<file path="config.mk">
export PLATFORM = sky130hd
export DESIGN_NAME = qix_cpu_mailbox
export DESIGN_NICKNAME = d
export VERILOG_FILES = /design/src/rtl/qix_cpu_mailbox.sv
export SDC_FILE = /design/constraint.sdc
export NUM_CORES = 1
export LEC_CHECK = 0
export BUFFER_PORTS_ARGS = -buffer_cell sky130_fd_sc_hd__clkbuf_2
export CAP_MARGIN = 20
export CORE_MARGIN = 1.5
export CORE_UTILIZATION = 54
export DETAILED_ROUTE_END_ITERATION = 16
export GPL_TIMING_DRIVEN = 0
export PLACE_DENSITY = 0.8
export SLEW_MARGIN = 20
export SYNTH_ARGS = -nofsm -noshare
export SYNTH_HDL_FRONTEND = slang
export SYNTH_SLANG_ARGS = --single-unit
</file>
<file path="constraint.sdc">
create_clock -name clk_20m -period 1.9 [get_ports clk_20m]
set_clock_uncertainty 0.2 [all_clocks]
set_input_delay 0.285 -clock clk_20m [delete_from_list [all_inputs] [get_ports clk_20m]]
set_output_delay 0.285 -clock clk_20m [all_outputs]
set_load 0.02 [all_outputs]
</file>
<file path="src/rtl/qix_cpu_mailbox.sv">
// qix_cpu_mailbox: cross-CPU mailbox and FIRQ block between the Qix data CPU
// (side A) and the video CPU (side B). Each direction carries NCH channels, and
// each channel has a data byte, a pending flag, an overflow flag and a
// maskable FIRQ. FIRQ runs as a level (MODE 0) or a stretched pulse (MODE 1).
//
// Ports (side A shown; side B is identical with the b_ prefix):
//   clk_20m   in   system clock
//   reset     in   synchronous, active-high
//   a_E       in   6809E E clock (sampled on clk_20m)
//   a_cs      in   chip select
//   a_rnw     in   read/not-write
//   a_addr    in   register offset [AW-1:0]
//   a_din     in   write data [7:0]
//   a_dout    out  read data [7:0], combinational, 8'hFF when not selected
//   a_firq_n  out  FIRQ to side-A CPU, active low, registered
//   a_pend    out  incoming-pending vector of side A [NCH-1:0] (debug)
//
// Register map per side (k = channel):
//   2k      W: post byte to other side     R: incoming byte
//   2k+1    W: ack own incoming channel    R: {pend_in, ovf_in, pend_out, 5'b0}
//   2*NCH   W: mask                        R: mask zero-extended
//   other   W: ignored                     R: 8'hFF
module qix_cpu_mailbox #(
    parameter int unsigned NCH       = 2,
    parameter int unsigned MODE      = 0,
    parameter int unsigned PULSE_LEN = 16,
    parameter int unsigned AW        = 4
) (
    input  logic           clk_20m,
    input  logic           reset,
    input  logic           a_E,
    input  logic           a_cs,
    input  logic           a_rnw,
    input  logic [AW-1:0]  a_addr,
    input  logic [7:0]     a_din,
    output logic [7:0]     a_dout,
    output logic           a_firq_n,
    input  logic           b_E,
    input  logic           b_cs,
    input  logic           b_rnw,
    input  logic [AW-1:0]  b_addr,
    input  logic [7:0]     b_din,
    output logic [7:0]     b_dout,
    output logic           b_firq_n,
    output logic [NCH-1:0] a_pend,
    output logic [NCH-1:0] b_pend
);

    localparam int unsigned CW       = $clog2(PULSE_LEN + 1);
    localparam int unsigned MASK_OFS = 2 * NCH;

    // State: mbox_ab carries A->B bytes; pend_b/ovf_b are B's incoming flags.
    logic                  r_a_e_prev, r_b_e_prev;
    logic [NCH-1:0][7:0]   r_mbox_ab, r_mbox_ba;
    logic [NCH-1:0]        r_pend_a, r_pend_b;
    logic [NCH-1:0]        r_ovf_a, r_ovf_b;
    logic [NCH-1:0]        r_mask_a, r_mask_b;
    logic [CW-1:0]         r_cnt_a, r_cnt_b;
    logic                  r_a_firq_n, r_b_firq_n;

    logic                  w_a_wr, w_b_wr;
    logic [NCH-1:0]        w_a_post, w_a_ack, w_b_post, w_b_ack;
    logic                  w_a_mask_wr, w_b_mask_wr;
    logic [NCH-1:0]        w_pend_a_nxt, w_pend_b_nxt;
    logic [NCH-1:0]        w_ovf_a_nxt, w_ovf_b_nxt;
    logic [NCH-1:0]        w_mask_a_nxt, w_mask_b_nxt;
    logic [CW-1:0]         w_cnt_a_nxt, w_cnt_b_nxt;
    logic                  w_a_firq_n_nxt, w_b_firq_n_nxt;

    // Read mux for one side; cs low floats the bus to 8'hFF.
    function automatic logic [7:0] f_rd(
        input logic                cs,
        input logic [AW-1:0]       addr,
        input logic [NCH-1:0][7:0] mbox_in,
        input logic [NCH-1:0]      pend_in,
        input logic [NCH-1:0]      ovf_in,
        input logic [NCH-1:0]      pend_out,
        input logic [NCH-1:0]      mask
    );
        logic [7:0] v;
        v = 8'hFF;
        if (cs) begin
            for (int k = 0; k < NCH; k++) begin
                if (addr == AW'(2 * k))     v = mbox_in[k];
                if (addr == AW'(2 * k + 1)) v = {pend_in[k], ovf_in[k], pend_out[k], 5'b0};
            end
            if (addr == AW'(MASK_OFS)) v = 8'(mask);
        end
        return v;
    endfunction

    // One strobe per bus write, on the E falling edge.
    assign w_a_wr = r_a_e_prev & ~a_E & a_cs & ~a_rnw;
    assign w_b_wr = r_b_e_prev & ~b_E & b_cs & ~b_rnw;

    // Address decode of the write strobes.
    always_comb begin
        w_a_post    = '0;
        w_a_ack     = '0;
        w_b_post    = '0;
        w_b_ack     = '0;
        w_a_mask_wr = w_a_wr && (a_addr == AW'(MASK_OFS));
        w_b_mask_wr = w_b_wr && (b_addr == AW'(MASK_OFS));
        for (int k = 0; k < NCH; k++) begin
            w_a_post[k] = w_a_wr && (a_addr == AW'(2 * k));
            w_a_ack[k]  = w_a_wr && (a_addr == AW'(2 * k + 1));
            w_b_post[k] = w_b_wr && (b_addr == AW'(2 * k));
            w_b_ack[k]  = w_b_wr && (b_addr == AW'(2 * k + 1));
        end
    end

    // Next state: an ack is applied before a same-cycle post, so the pair
    // leaves pend=1 with no overflow.
    always_comb begin
        w_pend_a_nxt = (r_pend_a & ~w_a_ack) | w_b_post;
        w_pend_b_nxt = (r_pend_b & ~w_b_ack) | w_a_post;
        w_ovf_a_nxt  = (r_ovf_a & ~w_a_ack) | (w_b_post & r_pend_a & ~w_a_ack);
        w_ovf_b_nxt  = (r_ovf_b & ~w_b_ack) | (w_a_post & r_pend_b & ~w_b_ack);
        w_mask_a_nxt = w_a_mask_wr ? a_din[NCH-1:0] : r_mask_a;
        w_mask_b_nxt = w_b_mask_wr ? b_din[NCH-1:0] : r_mask_b;

        w_cnt_a_nxt = (r_cnt_a != '0) ? r_cnt_a - CW'(1) : '0;
        w_cnt_b_nxt = (r_cnt_b != '0) ? r_cnt_b - CW'(1) : '0;
        if (|(w_b_post & w_mask_a_nxt)) w_cnt_a_nxt = CW'(PULSE_LEN);
        if (|(w_a_post & w_mask_b_nxt)) w_cnt_b_nxt = CW'(PULSE_LEN);

        // FIRQ is registered from next state so it moves with the flag edge.
        if (MODE == 0) begin
            w_a_firq_n_nxt = ~|(w_pend_a_nxt & w_mask_a_nxt);
            w_b_firq_n_nxt = ~|(w_pend_b_nxt & w_mask_b_nxt);
        end else begin
            w_a_firq_n_nxt = (w_cnt_a_nxt == '0);
            w_b_firq_n_nxt = (w_cnt_b_nxt == '0);
        end
    end

    // State registers.
    always_ff @(posedge clk_20m) begin
        if (reset) begin
            r_a_e_prev <= 1'b0;
            r_b_e_prev <= 1'b0;
            r_mbox_ab  <= '0;
            r_mbox_ba  <= '0;
            r_pend_a   <= '0;
            r_pend_b   <= '0;
            r_ovf_a    <= '0;
            r_ovf_b    <= '0;
            r_mask_a   <= '1;
            r_mask_b   <= '1;
            r_cnt_a    <= '0;
            r_cnt_b    <= '0;
            r_a_firq_n <= 1'b1;
            r_b_firq_n <= 1'b1;
        end else begin
            r_a_e_prev <= a_E;
            r_b_e_prev <= b_E;
            for (int k = 0; k < NCH; k++) begin
                if (w_a_post[k]) r_mbox_ab[k] <= a_din;
                if (w_b_post[k]) r_mbox_ba[k] <= b_din;
            end
            r_pend_a   <= w_pend_a_nxt;
            r_pend_b   <= w_pend_b_nxt;
            r_ovf_a    <= w_ovf_a_nxt;
            r_ovf_b    <= w_ovf_b_nxt;
            r_mask_a   <= w_mask_a_nxt;
            r_mask_b   <= w_mask_b_nxt;
            r_cnt_a    <= w_cnt_a_nxt;
            r_cnt_b    <= w_cnt_b_nxt;
            r_a_firq_n <= w_a_firq_n_nxt;
            r_b_firq_n <= w_b_firq_n_nxt;
        end
    end

    assign a_dout   = f_rd(a_cs, a_addr, r_mbox_ba, r_pend_a, r_ovf_a, r_pend_b, r_mask_a);
    assign b_dout   = f_rd(b_cs, b_addr, r_mbox_ab, r_pend_b, r_ovf_b, r_pend_a, r_mask_b);
    assign a_firq_n = r_a_firq_n;
    assign b_firq_n = r_b_firq_n;
    assign a_pend   = r_pend_a;
    assign b_pend   = r_pend_b;

endmodule

</file>
==> flow_summary_export.csv <==
group,metric,value,unit
drt,drc_errors,0,
layout,multi_input_area,1341,um^2
floorplan,die_h,69.96,um
placed_design,port_buffers,49,
worst_hold_path,whs_endpoint,"r_mbox_ab[5]",
layout,area_growth_syn_to_layout,19.43,%
sta,maxSlewViolCount,0,
worst_setup_path,start_kind,"flip-flop",
sta,hold_viol,0,
worst_setup_path,regToRegEndpoint,"a_firq_n",
sta,tns,-0.1884,ns
layout,drive_gt1_frac,0.2615,
run_status,violations,"setup timing",
yosys,syn_inst,268,
yosys,syn_avg_cell_area,9.034,um^2
global_routing,grt_pass1_vias,2008,
floorplan,initial_utilization,0.5599,
flow_run,drv_cap,0,
sta,rsz0062_at_grt,"true",
sta,maxSlewHeadroom,0.6316,
worst_setup_path,cp_max_fo,2,
sta,fmax,496.2,MHz
sta,fin_crit_sh,1.061,
worst_setup_path,crit_type,"flip-flop to primary output",
yosys,seq_area_frac_synth,0.3969,
yosys,ys_dominant_reg_cell,"dfxtp_1",
layout,fillers,385,
worst_setup_path,r2r-start,"r_a_e_prev",
worst_setup_path,cp_data_required_time,1.41,ns
worst_hold_path,min_from,"a_din[5]",
clock_tree,cts_buffer_depth,2,
drt,avgViaCountPerCell,5.645,
clock_tree,ctsRootBufferMaster,"clkbuf_8",
power,powerDensity,646.3,nW/um^2
placed_design,gp_congestion,0.8105,
placed_design,dp_hpwl,4227,um
drt,drtIter0Drc,222,
clock_tree,cts_inserted_buffers,5,
yosys,synth-edff-count,0,
global_routing,grt_pass1_wl,9252,um
layout,fin_util,0.6687,
layout,nets,356,
yosys,synthArstFlopShare,0,
global_routing,grt-ovfl-total,0,
drt,wl_per_cell,15.41,um
global_routing,grt_max_degree,14,
floorplan,die_w,69.96,um
clock_tree,clk_latency,0.30,ns
sta,fin_crit,2.015,ns
worst_setup_path,cp-end-kind,"primary output",
power,finalPower,0.001869,W
worst_setup_path,r2r_cells,4,
clock_tree,cts.sinks,48,
clock_tree,path_clk_slew,0.08,ns
floorplan,die-area,4894,um^2
clock_tree,tritoncts,"built",
layout,seqCellArea,968.4,um^2
sta,timing.final.ws_setup,-0.1152,ns
drt,first_pass_iters,4,
power,vdd.ir_drop.worst,433.5,uV
power,power_leakage,1.321,nW
drt,ant_nets,0,
yosys,ys_types,42,
floorplan,core,4324,um^2
layout,diodes,0,
run_status,status,"finished, violations left",
placed_design,place_ws,-0.1660,ns
drt,drt-total-wl,5810,um
floorplan,num_rows,24,
sta,tightest_slew,0.5526,ns
yosys,netlist_area,2421,um^2
yosys,ys_ff_latch,48,
worst_setup_path,reg2reg_slack,0.17,ns
clock_tree,h-tree-depth,2,
global_routing,antenna_found_initial,0,
worst_hold_path,worstHoldPathCells,3,
floorplan,io_pins,54,
worst_setup_path,critPathArrivalTime,1.53,ns
yosys,syn_nets,300,
global_routing,grt.total_usage,0.2366,
yosys,synthesis.yosys.warnings,0,
drt,dr_total_vias,2128,
sta,setup_viol,3,
worst_hold_path,worstHoldPathType,"input pin to flip-flop",
[per-layer routing]
metal | vias up | track usage | wire, um
met1 | 1016 | 0.3163 | 2605
met2 | 54 | 0.3884 | 2873
met3 | 6 | 0.03896 | 270
met4 | 0 | 0.08120 | 61
met5 | - | 0 | 0
li1 | 1052 | - | -
[flip-flops by register name (all words and copies together), names as in the netlist]
register / count
b_pend: 2
r_ovf_b: 2
r_mask_a: 2
r_b_e_prev: 1
a_pend: 2
r_mbox_ba: 16
a_firq_n: 1
r_a_e_prev: 1
b_firq_n: 1
r_ovf_a: 2
r_mask_b: 2
r_mbox_ab: 16
[timing repair]
action                                  CTS  global route
endpoints found under the setup margin   10            12
hold buffers                              0             0
gates resized for setup                  18            15
pin swaps                                 4             0
buffers inserted                          1             0
[power by group]
part | leakage (nW) | internal [W] | total [W] | switching (W)
logic | 0.886 | 0.0000959 | 0.000236 | 0.000140
registers | 0.390 | 0.00101 | 0.00101 | 0.00000193
clock network | 0.0455 | 0.000297 | 0.000624 | 0.000327
[cells in the mapped netlist, types with 5 or more instances]
| cell | n | area share |
|---|---|---|
| dfxtp_1 | 48 | 0.40 |
| inv_1 | 10 | 0.016 |
| o21ai_0 | 5 | 0.010 |
| mux2i_1 | 41 | 0.17 |
| o22ai_1 | 9 | 0.023 |
| nand2b_1 | 7 | 0.018 |
| nor2b_1 | 11 | 0.028 |
| a21oi_1 | 12 | 0.025 |
| nor2_1 | 39 | 0.060 |
| nand2_1 | 12 | 0.019 |
| buf_2 | 6 | 0.012 |
| nor3b_1 | 8 | 0.025 |
| clkbuf_1 | 10 | 0.016 |
[cell families after synthesis]
family                 share of synthesized area
AO/OA/AOI/OAI                             0.1375
buffers and inverters                    0.05892
flip-flops                                0.3969
multiplexers                              0.1788
AND/OR/NAND/NOR                           0.2279
[stage by stage]
stage                     instance area [um^2]  hold slack (ns)  instances
after floorplan                           2421           0.2132        268
after global placement                    2731           0.2567        369
after detailed placement                  2731           0.2676        369
after CTS                                 2868          0.03434        377
after global routing                      2892          0.04157        377
final                                     2892          0.03455        377
[worst max-delay path, cell delays in order, from the launching register on]
cell and delay [ns]:
dfxtp_4 0.35, mux4_2 0.50, nor3_2 0.13, o21ai_1 0.08, buf_4 0.17
[how the worst max path moves through the flow]
stage	startpoint	endpoint	slack [ns]	cells past startpoint
after floorplan	a_addr[0]	a_dout[7]	0.11	4
after global placement	b_addr[2]	b_dout[0]	-0.13	7
after detailed placement	b_addr[2]	b_dout[1]	-0.17	7
after CTS	a_pend[1]	a_dout[7]	-0.10	4
after global routing	a_pend[0]	a_dout[7]	-0.17	4
final	a_pend[1]	a_dout[7]	-0.12	4
[cell usage in the layout (no fill, tap or decap), types with 7 or more instances in the layout]
cell,count
mux2i_1,41
clkbuf_8,8
a21oi_1,12
nor2_1,39
nand2_1,12
nor2b_1,11
buf_2,8
o22ai_1,9
nand2b_1,7
dfxtp_1,44
inv_1,10
clkbuf_2,47
nor3b_1,7
clkbuf_1,7
[cell type report]
type                    count  share of cell area
flip-flops and latches     48              0.3349
clock buffers               8             0.03116
well taps                  52             0.02250
multi-input cells         189              0.4639
plain buffers              20             0.03938
repair buffers             50             0.09520
inverters                  10             0.01298
No activity file was read; power rests on OpenSTA's default activity.
